==> config.mk <==
export PLATFORM = sky130hd
export DESIGN_NAME = song_scheduler
export DESIGN_NICKNAME = d
export VERILOG_FILES = /design/src/rtl/music_pkg.sv /design/src/rtl/note_index_counter.sv /design/src/rtl/song_scheduler.sv
export SDC_FILE = /design/constraint.sdc
export NUM_CORES = 1
export LEC_CHECK = 0
export CORE_MARGIN = 2
export CORE_UTILIZATION = 44
export CTS_CLUSTER_DIAMETER = 50
export DETAILED_ROUTE_END_ITERATION = 16
export GPL_TIMING_DRIVEN = 0
export PLACE_DENSITY = 0.63
export SETUP_SLACK_MARGIN = 0.05
export SYNTH_ARGS = -nofsm -noshare
export SYNTH_HDL_FRONTEND = slang
export SYNTH_SLANG_ARGS = --single-unit
export TNS_END_PERCENT = 10
==> constraint.sdc <==
create_clock -name clk -period 5.6 [get_ports clk]
set_input_delay 1.12 -clock clk [delete_from_list [all_inputs] [get_ports clk]]
set_output_delay 1.12 -clock clk [all_outputs]
set_load 0.03 [all_outputs]
==> src/rtl/music_pkg.sv <==
`default_nettype none
// ============================================================================
// Module   : music_pkg
// Purpose  : Song identifiers, song lengths and the song priority helper.
// Revision : 1.0
// ============================================================================
package music_pkg;

    typedef enum logic [1:0] {
        SONG_NONE  = 2'd0,
        SONG_THEME = 2'd1,
        SONG_EAT   = 2'd2,
        SONG_DEATH = 2'd3
    } song_e;

    localparam int THEME_LEN = 48;
    localparam int EAT_LEN   = 8;
    localparam int DEATH_LEN = 16;

    function automatic logic [1:0] prio(input song_e s);
        case (s)
            SONG_THEME: prio = 2'd1;
            SONG_EAT:   prio = 2'd2;
            SONG_DEATH: prio = 2'd3;
            default:    prio = 2'd0;
        endcase
    endfunction

endpackage
`default_nettype wire

==> src/rtl/note_index_counter.sv <==
`default_nettype none
// ============================================================================
// Module   : note_index_counter
// Purpose  : Tempo prescaler plus note index that wraps after last_idx.
// Revision : 1.0
// ============================================================================
module note_index_counter
    import music_pkg::*;
#(
    parameter int TICKS_PER_NOTE = 6_250_000,
    parameter int TICK_W         = 23
) (
    input  logic       clk,
    input  logic       rst,
    input  logic       en,
    input  logic       load0,
    input  logic [5:0] last_idx,
    output logic [5:0] note_idx,
    output logic       note_tick,
    output logic       at_end
);

    localparam logic [TICK_W-1:0] c_PRESC_LAST = TICK_W'(TICKS_PER_NOTE - 1);

    logic [TICK_W-1:0] r_presc;
    logic [5:0]        r_idx;
    logic              w_note_last_cycle;

    assign w_note_last_cycle = (r_presc == c_PRESC_LAST);

    always_ff @(posedge clk) begin
        if (rst) begin
            r_presc <= '0;
            r_idx   <= '0;
        end else if (en) begin
            if (load0) begin
                r_presc <= '0;
                r_idx   <= '0;
            end else if (w_note_last_cycle) begin
                r_presc <= '0;
                r_idx   <= (r_idx == last_idx) ? 6'd0 : r_idx + 6'd1;
            end else begin
                r_presc <= r_presc + 1'b1;
            end
        end
    end

    assign note_idx  = r_idx;
    assign note_tick = en && (r_presc == '0);
    assign at_end    = w_note_last_cycle && (r_idx == last_idx);

endmodule
`default_nettype wire

==> src/rtl/song_scheduler.sv <==
`default_nettype none
// ============================================================================
// Module   : song_scheduler
// Purpose  : Arbitrates theme/eat/death songs and sequences the note index.
// Revision : 1.0
// ============================================================================
module song_scheduler
    import music_pkg::*;
#(
    parameter int TICKS_PER_NOTE = 6_250_000,
    parameter int TICK_W         = 23
) (
    input  logic       clk,
    input  logic       rst,
    input  logic       en,
    input  logic       theme_req,
    input  logic [1:0] fx_req,
    output logic [1:0] fx_ack,
    output logic       fx_done,
    output logic [1:0] song_sel,
    output logic [5:0] note_idx,
    output logic       note_tick,
    output logic       playing
);

    localparam logic [1:0] S_IDLE  = 2'd0;
    localparam logic [1:0] S_THEME = 2'd1;
    localparam logic [1:0] S_FX    = 2'd2;

    logic [1:0] r_state, w_state_nxt;
    song_e      r_song, w_song_nxt;
    song_e      w_cand;
    logic [1:0] r_pend, w_pend, w_clr;
    logic [1:0] r_ack, w_ack_nxt;
    logic       r_done, w_done_nxt;
    logic       w_load0;
    logic [5:0] w_last_idx;
    logic [5:0] w_cnt_idx;
    logic       w_cnt_tick;
    logic       w_at_end;

    note_index_counter #(
        .TICKS_PER_NOTE (TICKS_PER_NOTE),
        .TICK_W         (TICK_W)
    ) u_counter (
        .clk       (clk),
        .rst       (rst),
        .en        (en),
        .load0     (w_load0),
        .last_idx  (w_last_idx),
        .note_idx  (w_cnt_idx),
        .note_tick (w_cnt_tick),
        .at_end    (w_at_end)
    );

    always_comb begin
        case (r_song)
            SONG_THEME: w_last_idx = 6'(THEME_LEN - 1);
            SONG_EAT:   w_last_idx = 6'(EAT_LEN - 1);
            SONG_DEATH: w_last_idx = 6'(DEATH_LEN - 1);
            default:    w_last_idx = 6'd0;
        endcase
    end

    // This cycle's pulses count as pending so acceptance lands next cycle.
    assign w_pend = r_pend | fx_req;
    assign w_cand = w_pend[1] ? SONG_DEATH : (w_pend[0] ? SONG_EAT : SONG_NONE);

    always_comb begin
        w_state_nxt = r_state;
        w_song_nxt  = r_song;
        w_clr       = 2'b00;
        w_ack_nxt   = 2'b00;
        w_done_nxt  = 1'b0;
        w_load0     = (r_state == S_IDLE);
        if (en) begin
            if ((r_state == S_FX) && w_at_end) begin
                // A finished effect no longer blocks lower-priority pending effects.
                w_done_nxt = 1'b1;
                w_load0    = 1'b1;
                if (w_cand != SONG_NONE) begin
                    w_state_nxt = S_FX;
                    w_song_nxt  = w_cand;
                    w_clr       = (w_cand == SONG_DEATH) ? 2'b10 : 2'b01;
                    w_ack_nxt   = w_clr;
                end else if (theme_req) begin
                    w_state_nxt = S_THEME;
                    w_song_nxt  = SONG_THEME;
                end else begin
                    w_state_nxt = S_IDLE;
                    w_song_nxt  = SONG_NONE;
                end
            end else if ((w_cand != SONG_NONE) && (prio(w_cand) >= prio(r_song))) begin
                w_state_nxt = S_FX;
                w_song_nxt  = w_cand;
                w_load0     = 1'b1;
                w_clr       = (w_cand == SONG_DEATH) ? 2'b10 : 2'b01;
                w_ack_nxt   = w_clr;
            end else begin
                case (r_state)
                    S_IDLE: begin
                        if (theme_req) begin
                            w_state_nxt = S_THEME;
                            w_song_nxt  = SONG_THEME;
                        end
                    end
                    S_THEME: begin
                        if (!theme_req) begin
                            w_state_nxt = S_IDLE;
                            w_song_nxt  = SONG_NONE;
                            w_load0     = 1'b1;
                        end
                    end
                    default: ;
                endcase
            end
        end
    end

    always_ff @(posedge clk) begin
        if (rst) begin
            r_state <= S_IDLE;
            r_song  <= SONG_NONE;
            r_pend  <= 2'b00;
            r_ack   <= 2'b00;
            r_done  <= 1'b0;
        end else begin
            // Clearing after the OR keeps a same-cycle acked pulse from re-arming.
            r_pend  <= w_pend & ~w_clr;
            r_state <= w_state_nxt;
            r_song  <= w_song_nxt;
            r_ack   <= w_ack_nxt;
            r_done  <= w_done_nxt;
        end
    end

    assign song_sel  = r_song;
    assign note_idx  = w_cnt_idx;
    assign note_tick = w_cnt_tick && (r_state != S_IDLE);
    assign fx_ack    = r_ack & {2{en}};
    assign fx_done   = r_done & en;
    assign playing   = (r_song != SONG_NONE);

endmodule
`default_nettype wire

Word-level counts from Yosys, hierarchy flattened
Cells that the tools add are included.
{ "word_totals": {"ram_bits": 0, "romBits": 0, "in_bits": 6, "latch_bits": 0, "word_cells": 78, "regBits": 38, "out_inout_bits": 13, "mem_count": 0} }
{ "op_classes": {"n_mul": 0, "n_div": 0, "reduce_logical": 15, "bitwise_logic": 6, "eq_ne": 12, "shift": 0, "n_mux": 35, "order_cmp": 1, "add_sub_neg": 2} }
{ "ops": {"columns": ["cell", "count"], "rows": [
  ["2-to-1 mux 23 bit", 2],
  ["2-to-1 mux 2 bit", 19],
  ["adder 23 x 1 -> 23 bit, second input constant", 1],
  ["equality test 23 bit, second input constant", 1],
  ["zero test 23 bit", 1],
  ["2-to-1 mux 6 bit", 3],
  ["case mux 6 bit (3 select lines)", 1],
  ["case mux 2 bit (3 select lines)", 2],
  ["equality test 2 bit, second input constant", 5],
  ["nonzero test 2 bit", 4],
  ["2-to-1 mux 1 bit", 7],
  ["adder 6 x 1 -> 6 bit, second input constant", 1],
  ["equality test 2 x 1 -> 1 bit, second input constant", 3],
  ["equality test 6 bit", 1],
  ["logical AND 1 bit", 5],
  ["AND 2 bit", 2],
  ["inequality test 4 x 2 -> 1 bit, second input constant", 1],
  ["inequality test 4 bit, second input constant", 1],
  ["case mux 2 bit (2 select lines)", 1],
  ["AND reduction 4 bit", 1],
  ["nonzero test 4 bit", 1],
  ["greater-or-equal comparator 2 bit", 1],
  ["zero test 2 bit", 1],
  ["NOT 2 bit", 1],
  ["other kinds (5)", 5]
]} }

Depth between registers and ports, before layout
Gate-level depths: netlist of run 1.
{ "depth": {"ltp_word": 14, "ltp_mapped": 10, "ltp_nobuf": 8} }

Hierarchy
Synthesis of run 1 repeated with hierarchy kept, for this count alone.
{ "hier_totals": {"cells_unflattened": 242, "hier_area_um2": 2059.5} }
{ "modules_own_cells": {"columns": ["mod", "cells_each", "seq_area_each_um2", "area_per_inst_um2", "n_inst"], "rows": [
  ["note_index_counter", 179, 580.6, 1527.7, 1],
  ["song_scheduler", 63, 180.2, 531.8, 1]
]} }

Worst setup path after synthesis of run 1
Ideal clock, no wire load.
{ "synth_timing": {"kind": "input to output", "from": "input port en", "to": "output port note_tick", "path_stages": 5, "arrival_ns": 2.806, "path_buffers": 1, "setup_slack_ns": 1.674, "t_required_ns": 4.480, "cell_sequence": "buf_1 -> inv_1 -> nor4_1 -> nand4_1 -> nor4_1"} }
{ "synth_between": {"elab_chain_len": 2} }
{ "synth_rtl": {"columns": ["element", "line_no", "source"], "rows": [
  ["from (decl)", "song_scheduler.sv:15", "input logic en,"],
  ["logical AND 1 bit", "note_index_counter.sv:49", "assign note_tick = en && (r_presc == '0);"],
  ["logical AND 1 bit", "song_scheduler.sv:139", "assign note_tick = w_cnt_tick && (r_state != S_IDLE);"],
  ["to (decl)", "song_scheduler.sv:22", "output logic note_tick,"]
]} }
No other way between the ends.

Final worst setup path of run 1
Ends and elaborated chain as after synthesis.

==> results.py, run 1 <==
metrics = {
    "clock_tree": {
        "clkLatencyLatePin_ns": 0.29,
        "clock_pin_transition_on_the_worst_setup_and_hold_timing_paths_ns": 0.07,
        "clock_path_buffers": 2,
        "tritoncts": "built",
        "htree_num_levels": 2,
        "cts_num_sinks": 38,
        "cts_inserted_buffers": 5,
        "cts-root-buf": "sky130_fd_sc_hd__clkbuf_8",
        "cts_post_setup_buffers_inserted": 0,
        "cts-hold-fix-buffers": 0,
        "post_cts_resized": 0,
    },
    "power_and_ir_drop": {
        "p_total_mw": 0.5571,
        "p_int_mw": 0.3990,
        "swShare_pct": 28.38,
        "vdd.ir_drop.worst_uv": 129.5,
        "pwr-share-clk_pct": 32.2,
        "netSwitchingPower_mw": 0.1581,
        "power_density_of_the_placed_cells_mw_per_mm2": 234.0,
        "power.combinational.fraction_pct": 17.0,
        "seqPwrFrac_pct": 50.8,
        "leakagePower_nw": 0.8153,
    },
    "finish": {
        "n_antenna_cell": 0,
        "flow.area_growth_from_synthesis_pct": 15.61,
        "share_of_cells_above_drive_strength_1_pct": 8.118,
        "layout.nets": 282,
    },
    "timing": {
        "fin_setup_tns_ns": 0,
        "max_slew_margin_pct": 50.87,
        "report.final.setup_viol": 0,
        "worst_tran_pin_value_ns": 0.7302,
        "hold_violations": 0,
        "finalMaxSlewViolations": 0,
        "min_period_over_period_pct": 88.91,
        "final_critical_path_time_including_i_o_delays_and_setup_ns": 4.979,
        "fin_skew_ns": 0.006762,
        "max_freq_ghz": 0.2008,
        "grt_setup_unrepaired": "false",
    },
    "synth": {
        "synth_nets": 257,
        "synth-edff-count": 0,
        "synth_top_cells_by_count": "38 x sky130_fd_sc_hd__dfxtp_1, 36 x sky130_fd_sc_hd__nor2_1, 18 x sky130_fd_sc_hd__nand2_1",
        "synthMostInstantiatedCell": "sky130_fd_sc_hd__dfxtp_1",
        "postSynth.topFlopCell": "sky130_fd_sc_hd__dfxtp_1",
        "synth.avg_cell_area_sq_um": 8.372,
        "synth_area_leaders": "sky130_fd_sc_hd__dfxtp_1 37%, sky130_fd_sc_hd__nor2_1 6.6%, sky130_fd_sc_hd__xor2_1 5.1%",
        "synth_largest_type_area_fraction_pct": 36.94,
        "synth.lib_cells_used.distinct": 51,
        "postSynthCellCount": 246,
        "synthesis.yosys.warnings": 0,
        "total_standard_cell_area_after_synthesis_sq_mm": 0.002059,
        "async_reset_ff_share_pct": 0,
        "synth-seq-area-share_pct": 36.94,
        "synth_area_leader_cell": "sky130_fd_sc_hd__dfxtp_1",
        "synth_seq_cells": 38,
    },
    "drt": {
        "avgRoutedWirePerCell_microns": 14.33,
        "routed_wirelength_microns": 4627,
        "drtIter0Drc": 141,
        "drt_first_pass_iters": 4,
        "detail_route.vias_per_cell": 5.601,
        "drt_drc_violations_left": 0,
        "final_antenna_net_count": 0,
        "detailroute.via_count": 1809,
    },
    "setup_path": {
        "worstPathArrival_ns": 3.86,
        "crit_path_max_fanout": 10,
        "crit_path_launch_type": "input pin",
        "regToRegSetupSlack_ns": 2.91,
        "crit_path_end_kind": "primary output",
        "worst_ep_required_time_ns": 4.48,
        "worst_reg2reg_path_depth": 8,
        "worst-setup-path-type": "in2out",
    },
    "hold_path": {
        "timing.hold.worst_path_depth": 2,
        "worstHoldPathType": "reg2reg",
    },
    "floorplanning": {
        "floorplan.initialDensity_pct": 46.34,
        "core.rowCount": 24,
        "area_of_the_die_sq_mm": 0.005244,
        "pin_count": 19,
        "core_area_sq_mm": 0.004444,
        "die_width_microns": 72.42,
        "chipHeight_microns": 72.42,
    },
    "placed_design": {
        "finalWeightedCongestion": 0.8514,
        "port_buffers": 18,
        "post_dp_hpwl_microns": 3361,
    },
    "grt": {
        "global_route_wire_length_before_repair_microns": 7803,
        "grt_usage_pct": 19.07,
        "first_global_vias": 1597,
        "gr-total-overflow": 0,
        "antenna_found_initial": 0,
        "grt_max_degree": 11,
    },
    "flow_run": {
        "cap_violations": 0,
    },
    "status": {
        "run_status": "finished, final reports clean",
    },
}
placed cells by master, fill, tap and decap left out, types with 2 or more instances in the layout:
| master | n |
|---|---|
| sky130_fd_sc_hd__clkbuf_8 | 5 |
| sky130_fd_sc_hd__o22ai_1 | 3 |
| sky130_fd_sc_hd__dfxtp_1 | 38 |
| sky130_fd_sc_hd__xor2_1 | 12 |
| sky130_fd_sc_hd__o21ai_0 | 5 |
| sky130_fd_sc_hd__and2_1 | 3 |
| sky130_fd_sc_hd__nand3_2 | 2 |
| sky130_fd_sc_hd__xnor2_1 | 7 |
| sky130_fd_sc_hd__nand2_1 | 18 |
| sky130_fd_sc_hd__o21ai_1 | 2 |
| sky130_fd_sc_hd__or2_2 | 2 |
| sky130_fd_sc_hd__nor4_4 | 2 |
| sky130_fd_sc_hd__o32ai_1 | 3 |
| sky130_fd_sc_hd__a22oi_1 | 2 |
| sky130_fd_sc_hd__mux2i_1 | 2 |
| sky130_fd_sc_hd__or3_1 | 3 |
| sky130_fd_sc_hd__inv_1 | 10 |
| sky130_fd_sc_hd__buf_4 | 2 |
| sky130_fd_sc_hd__ha_1 | 5 |
| sky130_fd_sc_hd__nand3b_1 | 2 |
| sky130_fd_sc_hd__nor2b_1 | 3 |
| sky130_fd_sc_hd__nand3_1 | 10 |
| sky130_fd_sc_hd__nand4_1 | 8 |
| sky130_fd_sc_hd__nor2_1 | 36 |
| sky130_fd_sc_hd__and3_1 | 7 |
| sky130_fd_sc_hd__a21o_1 | 2 |
| sky130_fd_sc_hd__a211o_1 | 3 |
| sky130_fd_sc_hd__clkbuf_1 | 6 |
| sky130_fd_sc_hd__nor3_1 | 8 |
| sky130_fd_sc_hd__nor4_1 | 7 |
| sky130_fd_sc_hd__nand4b_1 | 2 |
| sky130_fd_sc_hd__clkdlybuf4s50_1 | 18 |
| sky130_fd_sc_hd__a21oi_1 | 9 |
| sky130_fd_sc_hd__nand2b_1 | 5 |
per-stage QoR:
step	cell area [sq um]	std cells	hold slack [ns]	utilization, %	setup slack [ns]
global placement	2305	316	0.5065	51.86	0.7167
detailed placement	2305	316	0.5154	51.86	0.6928
floorplan	2059	246	0.4781	-	1.674
finish	2381	323	0.5246	53.58	0.6208
global route	2381	323	0.5647	53.58	0.4574
CTS	2381	323	0.5291	53.58	0.6905
cell families (layout without fill, tap and decap cells):
group	count (synthesis)	after routing	share of synthesized area [%]
compound gates	43	43	15.86
xor+xnor	19	19	8.080
fa+ha+maj	5	5	3.038
buf+inv	18	43	3.645
flops	38	38	36.94
mux	2	2	0.9721
simple gates	121	121	31.47
state kept, by name (all words and copies together) (netlist names):
register	cells
r_done	1
song_sel	2
r_pend	2
u_counter.note_idx	6
r_ack	2
r_state	2
u_counter.r_presc	23
final cells by class:
class | count | area [sq um]
Clock buffer | 7 | 76.32
Buffer | 7 | 33.78
Sequential cell | 38 | 760.7
Inverter | 11 | 41.29
Timing Repair Buffer | 18 | 180.2
Fill cell | 444 | 2063
Multi-Input combinational cell | 190 | 1224
Tap cell | 52 | 65.06
power by group through the flow:
stage | sequential [mW] | combinational (mW) | clock (mW)
finish | 0.283 | 0.0945 | 0.180
global route | 0.284 | 0.104 | 0.195
CTS | 0.283 | 0.0947 | 0.185
detailed placement | 0.289 | 0.0944 | 0
global placement | 0.289 | 0.0929 | 0
floorplan | 0.292 | 0.0616 | 0
worst max-delay path: stages:
cell and delay [ns]:
sky130_fd_sc_hd__clkdlybuf4s50_1 0.55, sky130_fd_sc_hd__buf_1 0.43, sky130_fd_sc_hd__inv_1 0.22, sky130_fd_sc_hd__nor4_1 0.36, sky130_fd_sc_hd__nand4_1 0.13, sky130_fd_sc_hd__nor4_1 0.30, sky130_fd_sc_hd__clkdlybuf4s50_1 0.74
final timing paths:
kind / start / to
max: en / note_tick
min: u_counter.note_idx[1] / u_counter.note_idx[1]
max reg2reg: r_pend[1] / u_counter.note_idx[4]
min reg2reg: u_counter.note_idx[1] / u_counter.note_idx[1]
per-layer routing:
layer	GRT usage (%)	up-vias	wire, microns	share of wire (%)
met2	28.44	28	2010	43
met1	27.64	849	2422	52
met4	6.173	0	42	0.91
met5	0	-	0	0
li1	-	927	-	-
met3	3.750	5	151	3.3
(Power assumes the default switching activity.)
==> run 2: changes to the inputs <==
- ABC_CLOCK_PERIOD_IN_PS: default -> 5600
==> results of run 2 <==
Final layout, timing and power as in run 1 (identical DEF).
